$ cat src/rtl/ahb_pkg.sv
// ---------------------------------------------------------------------------
// ahb_pkg
// Shared AHB definitions for the arbiter slice.
//   - HTRANS, HBURST and HRESP encodings as typed enums
//   - arbiter FSM state type
//   - burst_beats(): number of beats implied by an HBURST code
//     (0 means undefined-length INCR, which never counts down)
// ---------------------------------------------------------------------------
package ahb_pkg;

    typedef enum logic [1:0] {
        HTRANS_IDLE   = 2'b00,
        HTRANS_BUSY   = 2'b01,
        HTRANS_NONSEQ = 2'b10,
        HTRANS_SEQ    = 2'b11
    } htrans_e;

    typedef enum logic [2:0] {
        HBURST_SINGLE = 3'd0,
        HBURST_INCR   = 3'd1,
        HBURST_WRAP4  = 3'd2,
        HBURST_INCR4  = 3'd3,
        HBURST_WRAP8  = 3'd4,
        HBURST_INCR8  = 3'd5,
        HBURST_WRAP16 = 3'd6,
        HBURST_INCR16 = 3'd7
    } hburst_e;

    typedef enum logic [1:0] {
        HRESP_OKAY  = 2'b00,
        HRESP_ERROR = 2'b01,
        HRESP_RETRY = 2'b10,
        HRESP_SPLIT = 2'b11
    } hresp_e;

    // ARB: handover allowed; BURST: fixed-length burst in flight;
    // LOCKED: the address-phase owner holds HLOCK.
    typedef enum logic [1:0] {
        ST_ARB    = 2'd0,
        ST_BURST  = 2'd1,
        ST_LOCKED = 2'd2
    } arb_state_e;

    // Every slave drives a 16-bit split-release vector.
    localparam int SPLIT_W = 16;

    // Beats in a burst: 1 for SINGLE, 4/8/16 for the fixed-length kinds,
    // 0 for undefined-length INCR.
    function automatic logic [4:0] burst_beats(input logic [2:0] hburst);
        case (hburst)
            HBURST_SINGLE:               burst_beats = 5'd1;
            HBURST_WRAP4,  HBURST_INCR4:  burst_beats = 5'd4;
            HBURST_WRAP8,  HBURST_INCR8:  burst_beats = 5'd8;
            HBURST_WRAP16, HBURST_INCR16: burst_beats = 5'd16;
            default:                     burst_beats = 5'd0;
        endcase
    endfunction

endpackage

$ cat src/rtl/ahb_rr_picker.sv
// ---------------------------------------------------------------------------
// ahb_rr_picker
// Combinational request picker.
//   mode = 0 : rotating priority, scanning ptr+1, ptr+2, ... wrapping,
//              with ptr itself examined last
//   mode = 1 : fixed priority, lowest set index wins
// Ports
//   req  [N]  request vector
//   ptr  [MW] index of the previous winner (rotating mode only)
//   mode      0 = rotating, 1 = fixed
//   gnt  [N]  one-hot winner, all zero when req is zero
//   idx  [MW] winner index, zero when req is zero
// ---------------------------------------------------------------------------
module ahb_rr_picker #(
    parameter int N  = 4,
    parameter int MW = $clog2(N)
) (
    input  logic [N-1:0]  req,
    input  logic [MW-1:0] ptr,
    input  logic          mode,
    output logic [N-1:0]  gnt,
    output logic [MW-1:0] idx
);

    // Walk the N candidates in priority order and take the first one that
    // requests. The candidate order depends on the mode; the wrap is done
    // with a compare-and-subtract so non power-of-two N works too.
    always_comb begin
        int   cand;
        logic found;
        gnt   = '0;
        idx   = '0;
        found = 1'b0;
        cand  = 0;
        for (int k = 1; k <= N; k++) begin
            if (mode) begin
                cand = k - 1;
            end else begin
                cand = int'(ptr) + k;
                if (cand >= N) begin
                    cand = cand - N;
                end
            end
            if (!found && req[cand[MW-1:0]]) begin
                gnt[cand[MW-1:0]] = 1'b1;
                idx               = cand[MW-1:0];
                found             = 1'b1;
            end
        end
    end

endmodule

$ cat src/rtl/ahb_arbiter_rr.sv
// ---------------------------------------------------------------------------
// ahb_arbiter_rr
// Parametrised AHB arbiter for NUM_MST masters with round-robin or fixed
// priority, burst-length-aware handover, HLOCK support and SPLIT masking.
// Parameters
//   NUM_MST      number of masters (2..16)
//   NUM_SLV      number of SPLIT-capable slaves
//   PRIO_MODE    0 = round-robin after the last owner, 1 = lowest index wins
//   DEFAULT_MST  master granted when nobody is eligible
// Ports
//   hclk, hreset          clock and asynchronous active-high reset
//   hbusreq, hlock        per-master request and locked-transfer request
//   htrans, hburst        muxed transfer type / burst kind of the owner
//   hready, hresp         bus handshake and response
//   hsplit                split-release vectors, slave s at [16s+15:16s]
//   hgrant                registered one-hot grant
//   hmaster               registered address-phase owner index
//   hmastlock             registered "current transfer is locked"
// ---------------------------------------------------------------------------
module ahb_arbiter_rr
    import ahb_pkg::*;
#(
    parameter int NUM_MST     = 4,
    parameter int NUM_SLV     = 4,
    parameter int PRIO_MODE   = 0,
    parameter int DEFAULT_MST = 0,
    localparam int MW         = $clog2(NUM_MST)
) (
    input  logic                       hclk,
    input  logic                       hreset,
    input  logic [NUM_MST-1:0]         hbusreq,
    input  logic [NUM_MST-1:0]         hlock,
    input  logic [1:0]                 htrans,
    input  logic [2:0]                 hburst,
    input  logic                       hready,
    input  logic [1:0]                 hresp,
    input  logic [NUM_SLV*SPLIT_W-1:0] hsplit,
    output logic [NUM_MST-1:0]         hgrant,
    output logic [MW-1:0]              hmaster,
    output logic                       hmastlock
);

    localparam logic [NUM_MST-1:0] ONE_HOT0 = {{(NUM_MST-1){1'b0}}, 1'b1};
    localparam logic [NUM_MST-1:0] DEF_GNT  = ONE_HOT0 << DEFAULT_MST;
    localparam logic [MW-1:0]      DEF_IDX  = MW'(DEFAULT_MST);

    arb_state_e           state, state_d;
    logic [3:0]           beat_cnt, beat_d;
    logic [NUM_MST-1:0]   split_mask, split_d;
    logic [MW-1:0]        last_owner, last_d;
    logic [MW-1:0]        grant_idx, gidx_d;
    logic [NUM_MST-1:0]   grant_d;
    logic [MW-1:0]        master_d;
    logic                 mlock_d;

    logic [NUM_MST-1:0]   elig;
    logic [NUM_MST-1:0]   pick_gnt;
    logic [MW-1:0]        pick_idx;
    logic [SPLIT_W-1:0]   split_or;
    logic [NUM_MST-1:0]   split_clr;
    logic                 unused_split_or;
    logic [4:0]           beats;
    logic                 owner_keeps;
    logic                 split_hit;

    // OR the release vectors of all slaves together; only the low NUM_MST
    // bits name real masters, the rest are folded into a dummy net.
    always_comb begin
        split_or = '0;
        for (int s = 0; s < NUM_SLV; s++) begin
            split_or = split_or | hsplit[s*SPLIT_W +: SPLIT_W];
        end
    end

    assign split_clr       = split_or[NUM_MST-1:0];
    assign unused_split_or = ^split_or;

    assign elig  = hbusreq & ~split_mask;
    assign beats = burst_beats(hburst);

    // The owner only keeps the bus while it is mid-transfer and still
    // eligible; IDLE/BUSY or dropping its request opens a handover.
    assign owner_keeps = elig[hmaster] &&
                         (htrans == HTRANS_NONSEQ || htrans == HTRANS_SEQ);

    // First cycle of a two-cycle SPLIT response.
    assign split_hit = (hresp == HRESP_SPLIT) && !hready;

    ahb_rr_picker #(
        .N  (NUM_MST),
        .MW (MW)
    ) u_picker (
        .req  (elig),
        .ptr  (last_owner),
        .mode (PRIO_MODE == 1),
        .gnt  (pick_gnt),
        .idx  (pick_idx)
    );

    // Next-state logic. Grant decisions, hmaster/hmastlock updates and FSM
    // transitions all happen only on hready=1 edges; a SPLIT first cycle
    // (hready=0) is the one exception: it aborts BURST/LOCKED and masks the
    // owner so the next decision moves the grant elsewhere. Grant and
    // hmaster are frozen outside ARB, so the handover waits for the burst or
    // lock to finish.
    always_comb begin
        state_d  = state;
        beat_d   = beat_cnt;
        grant_d  = hgrant;
        gidx_d   = grant_idx;
        master_d = hmaster;
        last_d   = last_owner;
        mlock_d  = hmastlock;

        if (state == ST_ARB && hready) begin
            if (owner_keeps) begin
                grant_d = ONE_HOT0 << hmaster;
                gidx_d  = hmaster;
            end else if (elig == '0) begin
                grant_d = DEF_GNT;
                gidx_d  = DEF_IDX;
            end else begin
                grant_d = pick_gnt;
                gidx_d  = pick_idx;
            end
            master_d = grant_idx;
            last_d   = grant_idx;
            mlock_d  = hlock[grant_idx];
        end

        if (hready) begin
            case (state)
                ST_ARB: begin
                    if (htrans == HTRANS_NONSEQ && beats > 5'd1) begin
                        state_d = ST_BURST;
                        beat_d  = 4'(beats - 5'd1);
                    end else if (hlock[hmaster]) begin
                        state_d = ST_LOCKED;
                    end
                end
                ST_BURST: begin
                    if (htrans == HTRANS_SEQ) begin
                        beat_d = beat_cnt - 4'd1;
                        if (beat_cnt == 4'd1) begin
                            state_d = ST_ARB;
                        end
                    end
                end
                ST_LOCKED: begin
                    if (!hlock[hmaster] && htrans == HTRANS_IDLE) begin
                        state_d = ST_ARB;
                    end
                end
                default: state_d = ST_ARB;
            endcase
        end

        if (split_hit) begin
            state_d = ST_ARB;
            beat_d  = '0;
        end

        // A release in the same cycle as a new SPLIT wins.
        split_d = (split_mask | (split_hit ? (ONE_HOT0 << hmaster) : '0)) & ~split_clr;
    end

    // State and output registers; reset drops any burst or lock in flight
    // and hands the bus to the default master.
    always_ff @(posedge hclk or posedge hreset) begin
        if (hreset) begin
            state      <= ST_ARB;
            beat_cnt   <= '0;
            split_mask <= '0;
            last_owner <= DEF_IDX;
            grant_idx  <= DEF_IDX;
            hgrant     <= DEF_GNT;
            hmaster    <= DEF_IDX;
            hmastlock  <= 1'b0;
        end else begin
            state      <= state_d;
            beat_cnt   <= beat_d;
            split_mask <= split_d;
            last_owner <= last_d;
            grant_idx  <= gidx_d;
            hgrant     <= grant_d;
            hmaster    <= master_d;
            hmastlock  <= mlock_d;
        end
    end

endmodule

$ cat config.mk
export PLATFORM = sky130hd
export DESIGN_NAME = ahb_arbiter_rr
export DESIGN_NICKNAME = d
export VERILOG_FILES = /design/src/rtl/ahb_pkg.sv /design/src/rtl/ahb_rr_picker.sv /design/src/rtl/ahb_arbiter_rr.sv
export SDC_FILE = /design/constraint.sdc
export NUM_CORES = 1
export LEC_CHECK = 0
export CORE_MARGIN = 5
export CORE_UTILIZATION = 43
export CTS_CLUSTER_SIZE = 24
export DETAILED_ROUTE_END_ITERATION = 6
export PLACE_DENSITY = 0.87
export SLEW_MARGIN = 30
export SYNTH_ARGS = -nofsm -noshare
export SYNTH_HDL_FRONTEND = slang
export SYNTH_HIERARCHICAL = 1
export SYNTH_SLANG_ARGS = --single-unit
$ cat constraint.sdc
create_clock -name hclk -period 5.85 [get_ports hclk]
set_clock_uncertainty 0.2 [all_clocks]
set_input_delay 1.17 -clock hclk [delete_from_list [all_inputs] [get_ports hclk]]
set_output_delay 1.17 -clock hclk [all_outputs]
set_load 0.05 [all_outputs]
==> flow_summary.yaml, run 1 <==
clock_tree:
  cts_resized: 0
  ctsHoldBuffers: 0
  clk_latency_ps: 260
  cts_tree: "done"
  numCtsBuffers: 3
  post_cts_buffers: 0
  clk_pin_slew_ps: 70
  cts_num_sinks: 19
  clk_path_buf_depth: 2
  htreeDepth: 1
  clock-root-buffer: "clkbuf_8"
routing:
  drt_iter0_markers: 95
  num_vias: 1707
  wl_per_cell_um: 14.0
  wirelength_mm: 4.08
  ant_nets: 0
  drc_errors: 0
  drt_pre_antenna_iters: 4
  routed_via_density: 5.85
placement:
  gp_congestion: 0.902
  portBuffers: 40
  dp_hpwl_mm: 3.08
sta:
  tightestPinTransition_ps: 790
  period_share: 0.614
  drv_slew: 0
  fmax_mhz: 278
  fin_crit_ps: 3590
  maxSlewHeadroom: 0.474
  finalHoldViolations: 0
  finalSetupTns_ps: 0
  rsz0062_at_grt: "false"
  setup_viol: 0
worst_setup_path:
  ff2ff_path_depth: 6
  cp-end-kind: "flop"
  arrival_ps: 3580
  cp_slowest_cell: "nor2b_1"
  r2r_slack_ps: 3290
  path_max_fanout: 11
  rr_startpoint: "last_owner[0]$_DFFE_PP0P_"
  worst_ep_required_time_ps: 5840
  path_cells: "clkdlybuf4s50_1, nor2b_1, or4b_1, o31a_1, a211o_1, o221ai_2, nand2_1, o21ai_1"
  critPathKind: "input port to flop"
  startpoint_type: "input port"
  path_delay_family: "simple AND/OR/NAND/NOR gates"
  r2r-end: "hgrant[1]$_DFFE_PP0P_"
  path_buf_inv: 1
  slowest_delay_ps: 550
floorplanning:
  dieArea_mm2: 0.00521
  pin_count: 89
  core-area_mm2: 0.00372
  dieHeight_um: 72.2
  start_util: 0.448
  rows: 22
  dieWidth_um: 72.2
global_routing:
  grt_overflow: 0
  globalRouteMet2Util: 0.283
  antenna_found_initial: 0
  grt_util_all_layers: 0.163
  grt_use_met1: 0.207
  use_met3: 0.0319
  grt_pass1_vias: 1651
  grt_busiest_layer: "met2"
  grt_max_degree: 28
  grt_pass1_wl_mm: 7.00
power:
  ir_worst_vdd_mv: 0.146
  p_per_area_mw_per_mm2: 322
  p_leak_uw: 0.000822
final_layout:
  areaGrowthSynthToFinish_pct: 27.9
  final_core_util: 0.573
  antenna_cells: 0
  fin_nets: 330
  layout-drive-gt1-share: 0.0574
yosys:
  synth.avg_cell_area_um2: 8.00
  yosysMostFrequentCell: "nand2_1"
  yosysTopAreaCell: "dfrtp_1"
  synth.distinct_cells: 58
  synth_common_cells: "26 x nand2_1, 18 x dfrtp_1, 14 x nor2_1"
  synth_mux_area_frac: 0.0429
  synth-xor-area-share: 0.0105
  synth_top_area_frac: 0.271
  synth_flop_cell: "dfrtp_1"
  ys_ff_latch: 19
  synth_compound_area_frac: 0.259
  synth_warnings: 6
  synth_fa_ha_area_frac: 0.0226
  synth_top_family_by_area: "simple AND/OR/NAND/NOR gates"
  synth_cells: 208
  async_flop_share: 1.00
  syn-cell-area_mm2: 0.00166
  synth_edf_count: 0
  seq_area_frac_synth: 0.286
  synth_area_leaders: "dfrtp_1 27%, nand2_1 5.9%, a21oi_1 3.9%"
  synth-simple-area-share: 0.313
worst_hold_path:
  whs_path_depth: 2
  holdCritPathClass: "flop to flop"
  hp-start: "hmastlock$_DFFE_PP0P_"
  whs_endpoint: "hmastlock$_DFFE_PP0P_"
run_status:
  status: "finished clean"
job:
  maxCapViolCount: 0
sequential cells by signal, indices dropped and copies added, names as in the netlist:
name / count
hmastlock: 1
last_owner: 2
beat_cnt: 4
hgrant: 4
grant_idx: 2
split_mask: 4
state: 2
cells in the final DEF, fill, tap and decap left out, drive strengths merged, types with 4 or more instances in the layout:
master / Yosys / final
o21a: 5 / 5
nand2b: 7 / 7
clkdlybuf4s50: 0 / 40
nor2: 15 / 15
clkbuf: 4 / 4
a22oi: 4 / 4
o21ai: 14 / 14
dfrtp: 18 / 18
nor3: 9 / 9
a21oi: 13 / 13
or2: 4 / 4
nand2: 27 / 27
nor2b: 5 / 5
conb: 1 / 5
inv: 12 / 12
worst max-delay path by stage:
| stage | cells past startpoint | from | end | slack [ps] |
|---|---|---|---|---|
| after floorplan | 7 | hbusreq[1] | hgrant[1]$_DFFE_PP0P_ | 2850 |
| after global placement | 8 | hbusreq[1] | hgrant[2]$_DFFE_PP0P_ | 2020 |
| after detailed placement | 8 | hbusreq[1] | hgrant[1]$_DFFE_PP0P_ | 2000 |
| after CTS | 8 | hbusreq[1] | hgrant[1]$_DFFE_PP0P_ | 2260 |
| after global routing | 8 | hbusreq[1] | hgrant[1]$_DFFE_PP0P_ | 2100 |
| final | 8 | hbusreq[1] | hgrant[1]$_DFFE_PP0P_ | 2260 |
stage by stage:
step	total power, uW	hold WS [ps]	area [um^2]	std cells	worst slack [ps]
after floorplan	488	269	1680	212	2850
final	686	297	2130	292	2260
after global routing	732	347	2130	292	2100
after detailed placement	594	287	2080	288	2000
after global placement	582	258	2080	288	2020
after CTS	686	305	2130	292	2260
where the power goes:
group,internal (uW),switching [uW],total [uW]
sequential,170,66.4,237
combinational,157,201,358
clock,48.5,42.4,90.9
total,376,310,686
cell type report:
| type | instances | area [um^2] |
|---|---|---|
| fillers | 343 | 1590 |
| multi-input cells | 168 | 1100 |
| flip-flops and latches | 19 | 477 |
| repair buffers | 40 | 400 |
| well taps | 48 | 60.1 |
| inverters | 13 | 48.8 |
| clock buffers | 4 | 45.0 |
kinds of logic (layout without fill, tap and decap cells):
group	Yosys count	after routing
buffers and inverters	25	57
flip-flops	19	19
multiplexers	3	3
AO/OA/AOI/OAI	62	62
XOR/XNOR	2	2
AND/OR/NAND/NOR	93	93
adder cells (fa/ha/maj)	3	3
other	1	5
per-layer routing:
| layer | up-vias | part of all wire | wire, um |
|---|---|---|---|
| met2 | 69 | 0.48 | 1950 |
| li1 | 837 | - | - |
| met5 | - | 0 | 0 |
| met3 | 7 | 0.072 | 293 |
| met1 | 794 | 0.44 | 1790 |
| met4 | 0 | 0.012 | 48 |
worst register-to-register path, stage by stage (launching register included):
cell	delay, ps
dfrtp_1	670
nor2_2	310
mux4_1	580
a211o_1	310
o221ai_2	210
nand2_1	70
o21ai_1	130
Power figures use the tool's default switching activity.
==> run 2, diff against run 1 <==
--- a/config.mk
+++ b/config.mk
@@ -6,10 +6,10 @@
 export NUM_CORES = 1
 export LEC_CHECK = 0
 export CORE_MARGIN = 5
-export CORE_UTILIZATION = 43
+export CORE_UTILIZATION = 36
 export CTS_CLUSTER_SIZE = 24
 export DETAILED_ROUTE_END_ITERATION = 6
-export PLACE_DENSITY = 0.87
+export PLACE_DENSITY = 0.78
 export SLEW_MARGIN = 30
 export SYNTH_ARGS = -nofsm -noshare
 export SYNTH_HDL_FRONTEND = slang
==> constraint.sdc (replaced) <==
create_clock -name hclk -period 3 [get_ports hclk]
set_clock_uncertainty 0.2 [all_clocks]
set_input_delay 0.6 -clock hclk [delete_from_list [all_inputs] [get_ports hclk]]
set_output_delay 0.6 -clock hclk [all_outputs]
set_load 0.05 [all_outputs]
==> run 2 against run 1 <==
  * Final area up 3.1%
  * Total power up 99%
  * Worst hold slack worse by 15 ps
  * Sequential cell count unchanged
  * Via count up 0.64%
  * Non-clock buffer count up 8
  * Sequential power up 78%
  * Combinational power up 110%
  * Largest cell class unchanged
  * Highest routed layer unchanged
==> flow_summary.yaml, run 2 (same netlist as run 1, synthesis figures left out) <==
run_status:
  status: "finished clean"
worst_setup_path:
  critPathKind: "input port to flop"
  worst_ep_required_time_ps: 2990
  path_cells: "clkdlybuf4s50_1, nor2b_1, or4b_1, o31a_1, a211o_1, o32ai_1, nand2_1, o21ai_1"
  arrival_ps: 2700
  startpoint_type: "input port"
  cp-end-kind: "flop"
  path_delay_family: "simple AND/OR/NAND/NOR gates"
  r2r_slack_ps: 680
  cp_slowest_cell: "clkdlybuf4s50_1"
  slowest_delay_ps: 500
  path_max_fanout: 4
  path_buf_inv: 1
floorplanning:
  dieWidth_um: 78.0
  pin_count: 89
  dieArea_mm2: 0.00608
  start_util: 0.377
  rows: 24
  core-area_mm2: 0.00441
  dieHeight_um: 78.0
global_routing:
  use_met3: 0.0301
  grt_pass1_wl_mm: 7.24
  grt_pass1_vias: 1591
  grt_busiest_layer: "met2"
  antenna_found_initial: 0
  globalRouteMet2Util: 0.236
  grt_max_degree: 24
  grt_use_met1: 0.189
  grt_overflow: 0
  grt_util_all_layers: 0.142
placement:
  portBuffers: 40
  gp_congestion: 0.900
  place_ws_ps: 26.2
  dp_hpwl_mm: 3.36
final_layout:
  top_regs: "beat_cnt (4), hgrant (4), split_mask (4)"
  fillers: 411
  antenna_cells: 0
  layout-drive-gt1-share: 0.0873
  areaGrowthSynthToFinish_pct: 31.8
  fin_nets: 338
  final_core_util: 0.497
  layout_common_cells: "40 x clkdlybuf4s50_1, 26 x nand2_1, 18 x dfrtp_1, 14 x nor2_1, 13 x a21oi_1"
  layout_commonest_cell: "clkdlybuf4s50_1"
sta:
  fmax_mhz: 369
  finalHoldViolations: 0
  worst_slack_ps: 293
  period_share: 0.902
  setup_viol: 0
  tightestPinTransition_ps: 721
  fin_crit_ps: 2710
  maxSlewHeadroom: 0.519
  drv_slew: 0
  rsz0062_at_grt: "false"
  finalSetupTns_ps: 0
clock_tree:
  ctsHoldBuffers: 0
  htreeDepth: 1
  clock-root-buffer: "clkbuf_8"
  cts_num_sinks: 19
  cts_resized: 0
  cts_tree: "done"
  clk_path_buf_depth: 2
  clk_pin_slew_ps: 70
  numCtsBuffers: 3
  post_cts_buffers: 0
  clk_latency_ps: 260
routing:
  drc_errors: 0
  wl_per_cell_um: 14.2
  num_vias: 1718
  wirelength_mm: 4.30
  ant_nets: 0
  routed_via_density: 5.65
  drt_iter0_markers: 235
  drt_pre_antenna_iters: 4
worst_hold_path:
  holdCritPathClass: "flop to flop"
power:
  switchingPower_uw: 615
  p_int_uw: 753
  ir_worst_vdd_mv: 0.275
  power_frac_comb: 0.560
  p_per_area_mw_per_mm2: 624
  p_leak_uw: 0.000862
  clkPwrFrac: 0.132
  seq_power_share: 0.308
  switching_share: 0.449
job:
  maxCapViolCount: 0
-- run 2: area by class of cell --
class	instances	area (um^2)	area share
timing repair buffer	48	460	0.210
inverter	13	48.8	0.0222
multi-input combinational	168	1100	0.500
tap	52	65.1	0.0297
sequential	19	477	0.217
clock buffer	4	45.0	0.0205
-- run 2: final timing paths --
| kind | startpoint | endpoint | depth (start not counted) |
|---|---|---|---|
| max | hbusreq[1] | hgrant[2]$_DFFE_PP0P_ | 8 |
| min | hmastlock$_DFFE_PP0P_ | hmastlock$_DFFE_PP0P_ | 2 |
| max reg2reg | last_owner[0]$_DFFE_PP0P_ | hgrant[2]$_DFFE_PP0P_ | 7 |
| min reg2reg | hmastlock$_DFFE_PP0P_ | hmastlock$_DFFE_PP0P_ | 2 |
| max in group asynchronous | hreset | hgrant[1]$_DFFE_PP0P_ | 2 |
| min in group asynchronous | hreset | beat_cnt[1]$_DFFE_PP0P_ | 2 |
-- run 2: routing by layer --
metal  share of wire  vias to the layer above
met1            0.44                      806
met3           0.068                        6
met5               0                        -
met4           0.011                        0
li1                -                      849
met2            0.48                       57
-- run 2: through the flow --
step	power (uW)	cell area, um^2	hold WS (ps)	std cells
2_1_floorplan	952	1680	269	212
3_3_place_gp	1170	2150	260	300
3_5_place_dp	1190	2150	280	300
4_1_cts	1380	2190	297	304
5_1_grt	1470	2190	347	304
6_report	1370	2190	283	304
-- run 2: power by group through the flow --
stage | sequential (uW) | combinational [uW] | clock [uW]
final | 421 | 766 | 181
after global routing | 438 | 832 | 200
after CTS | 425 | 766 | 187
after detailed placement | 430 | 762 | 0
after global placement | 425 | 750 | 0
after floorplan | 539 | 413 | 0
-- run 2: worst reg2reg max path, cell delays in order (launching register included) --
cell and delay (ps):
dfrtp_1 460, buf_4 250, or4b_1 480, o31a_1 120, a211o_1 340, o32ai_1 190
nand2_1 90, o21ai_1 120
==> run 3, diff against run 2 <==
--- a/config.mk
+++ b/config.mk
@@ -5,10 +5,12 @@
 export SDC_FILE = /design/constraint.sdc
 export NUM_CORES = 1
 export LEC_CHECK = 0
+export CAP_MARGIN = 20
 export CORE_MARGIN = 5
 export CORE_UTILIZATION = 36
 export CTS_CLUSTER_SIZE = 24
 export DETAILED_ROUTE_END_ITERATION = 6
+export GPL_TIMING_DRIVEN = 0
 export PLACE_DENSITY = 0.78
 export SLEW_MARGIN = 30
 export SYNTH_ARGS = -nofsm -noshare
==> run 3 against run 2 <==
  * Global-route usage down 1.0 points
  * Final cell count up 0.99%
  * Critical path depth unchanged
  * Critical endpoint unchanged
  * First-iteration DRC count down 27%
  * Fmax down 4.8%
  * Sequential cell count unchanged
  * Sequential power down 2%
  * Largest cell class unchanged
  * Core utilization down 0.17 points
  * Non-clock buffer count up 3
  * Via count up 0.64%
==> flow_summary.yaml, run 3 (same netlist as run 1, synthesis figures left out) <==
run_status:
  status: "finished clean"
clock_tree:
  clk_latency_ps: 260
  clk_path_buf_depth: 2
  ctsHoldBuffers: 0
  post_cts_buffers: 0
  clock-root-buffer: "clkbuf_8"
  numCtsBuffers: 3
  clk_pin_slew_ps: 80
  cts_tree: "done"
  cts_num_sinks: 19
  htreeDepth: 1
  cts_resized: 1
floorplanning:
  start_util: 0.377
  dieHeight_um: 78.0
  dieWidth_um: 78.0
  rows: 24
  dieArea_mm2: 0.00608
  core-area_mm2: 0.00441
  pin_count: 89
final_layout:
  stdcell_area_mm2: 0.00219
  areaGrowthSynthToFinish_pct: 31.4
  layout-drive-gt1-share: 0.0941
  fillers: 440
  area.sequential_um2: 477
  antenna_cells: 0
  layout_commonest_cell: "clkdlybuf4s50_1"
  multi_input_area_mm2: 0.00110
  fin_nets: 341
  top_regs: "beat_cnt (4), hgrant (4), split_mask (4)"
  layout_common_cells: "39 x clkdlybuf4s50_1, 26 x nand2_1, 18 x dfrtp_1, 14 x nor2_1, 13 x a21oi_1"
worst_setup_path:
  critPathKind: "input port to flop"
  startpoint_type: "input port"
  ff2ff_path_depth: 7
  rr_startpoint: "split_mask[1]$_DFF_PP0_"
  r2r-end: "hgrant[2]$_DFFE_PP0P_"
  worst_ep_required_time_ps: 2990
  arrival_ps: 2830
  cp-end-kind: "flop"
  r2r_slack_ps: 630
  path_max_fanout: 11
sta:
  maxSlewHeadroom: 0.500
  period_share: 0.948
  finalHoldViolations: 0
  tightestPinTransition_ps: 750
  fmax_mhz: 352
  drv_slew: 0
  rsz0062_at_grt: "false"
  worst_slack_ps: 156
  setup_viol: 0
  finalSetupTns_ps: 0
  fin_crit_ps: 2840
routing:
  wl_per_cell_um: 13.5
  wirelength_mm: 4.16
  ant_nets: 0
  drt_iter0_markers: 172
  num_vias: 1729
  drt_pre_antenna_iters: 4
  routed_via_density: 5.63
  drc_errors: 0
placement:
  portBuffers: 39
  dp_hpwl_mm: 3.25
  detailed_place.area_mm2: 0.00213
  gp_congestion: 0.906
  place_ws_ps: -272
worst_hold_path:
  whs_endpoint: "hmastlock$_DFFE_PP0P_"
  holdCritPathClass: "flop to flop"
  hp-start: "hmastlock$_DFFE_PP0P_"
  whs_path_depth: 2
power:
  p_total_uw: 1360
  p_leak_uw: 0.000857
  p_per_area_mw_per_mm2: 620
  ir_worst_vdd_mv: 0.314
global_routing:
  grt_max_degree: 20
  grt_pass1_wl_mm: 6.87
  antenna_found_initial: 0
  grt_overflow: 0
  grt_pass1_vias: 1563
  grt_util_all_layers: 0.132
job:
  maxCapViolCount: 0
run 3: changes by cell type in the layout (fill, tap and decap cells not counted):
cell	before	now
buf_2	0	6
nor2b_1	5	3
nor2b_2	0	2
buf_4	8	1
clkinv_2	0	1
buf_1	0	1
clkdlybuf4s50_1	40	39
clkbuf_1	1	4
run 3: critical path: stages:
cell,delay [ps]
clkdlybuf4s50_1,510
nor2b_2,380
or4b_1,480
o31a_1,120
a211o_1,330
o32ai_1,180
nand2_1,90
o21ai_1,130
run 3: power by group:
part	internal, uW	total, uW	switching, uW
combinational	320	765	444
clock	92.3	179	86.8
sequential	334	412	78.7
run 3: metal layers:
layer	global-route usage	share of wire	up-vias
met4	0.0304	0.014	0
met2	0.215	0.46	61
met1	0.183	0.46	804
met5	0	0	-
li1	-	-	858
met3	0.0220	0.059	6
run 3: worst max path at each step:
stage               startpoint               endpoint  slack [ps]  depth (start not counted)
floorplan           hbusreq[1]  hgrant[1]$_DFFE_PP0P_         570                          7
global placement    hbusreq[1]  hgrant[2]$_DFFE_PP0P_        -270                          8
detailed placement  hbusreq[1]  hgrant[2]$_DFFE_PP0P_        -270                          8
CTS                 hbusreq[3]  hgrant[2]$_DFFE_PP0P_          20                          8
global route        hbusreq[1]  hgrant[2]$_DFFE_PP0P_          30                          8
finish              hbusreq[1]  hgrant[2]$_DFFE_PP0P_         160                          8
run 3: metrics by stage:
step / hold slack [ps] / utilization / std cells
final: 285 / 0.495 / 307
after global placement: 266 / 0.484 / 303
after global routing: 315 / 0.495 / 307
after floorplan: 269 / - / 212
after CTS: 298 / 0.495 / 307
after detailed placement: 279 / 0.484 / 303
run 3: layout make-up:
class | instances | area share
Buffer | 12 | 0.0258
Clock buffer | 3 | 0.0189
Clock inverter | 1 | 0.00229
Inverter | 13 | 0.0223
Multi-Input combinational cell | 168 | 0.504
Sequential cell | 19 | 0.218
Tap cell | 52 | 0.0298
Timing Repair Buffer | 39 | 0.179
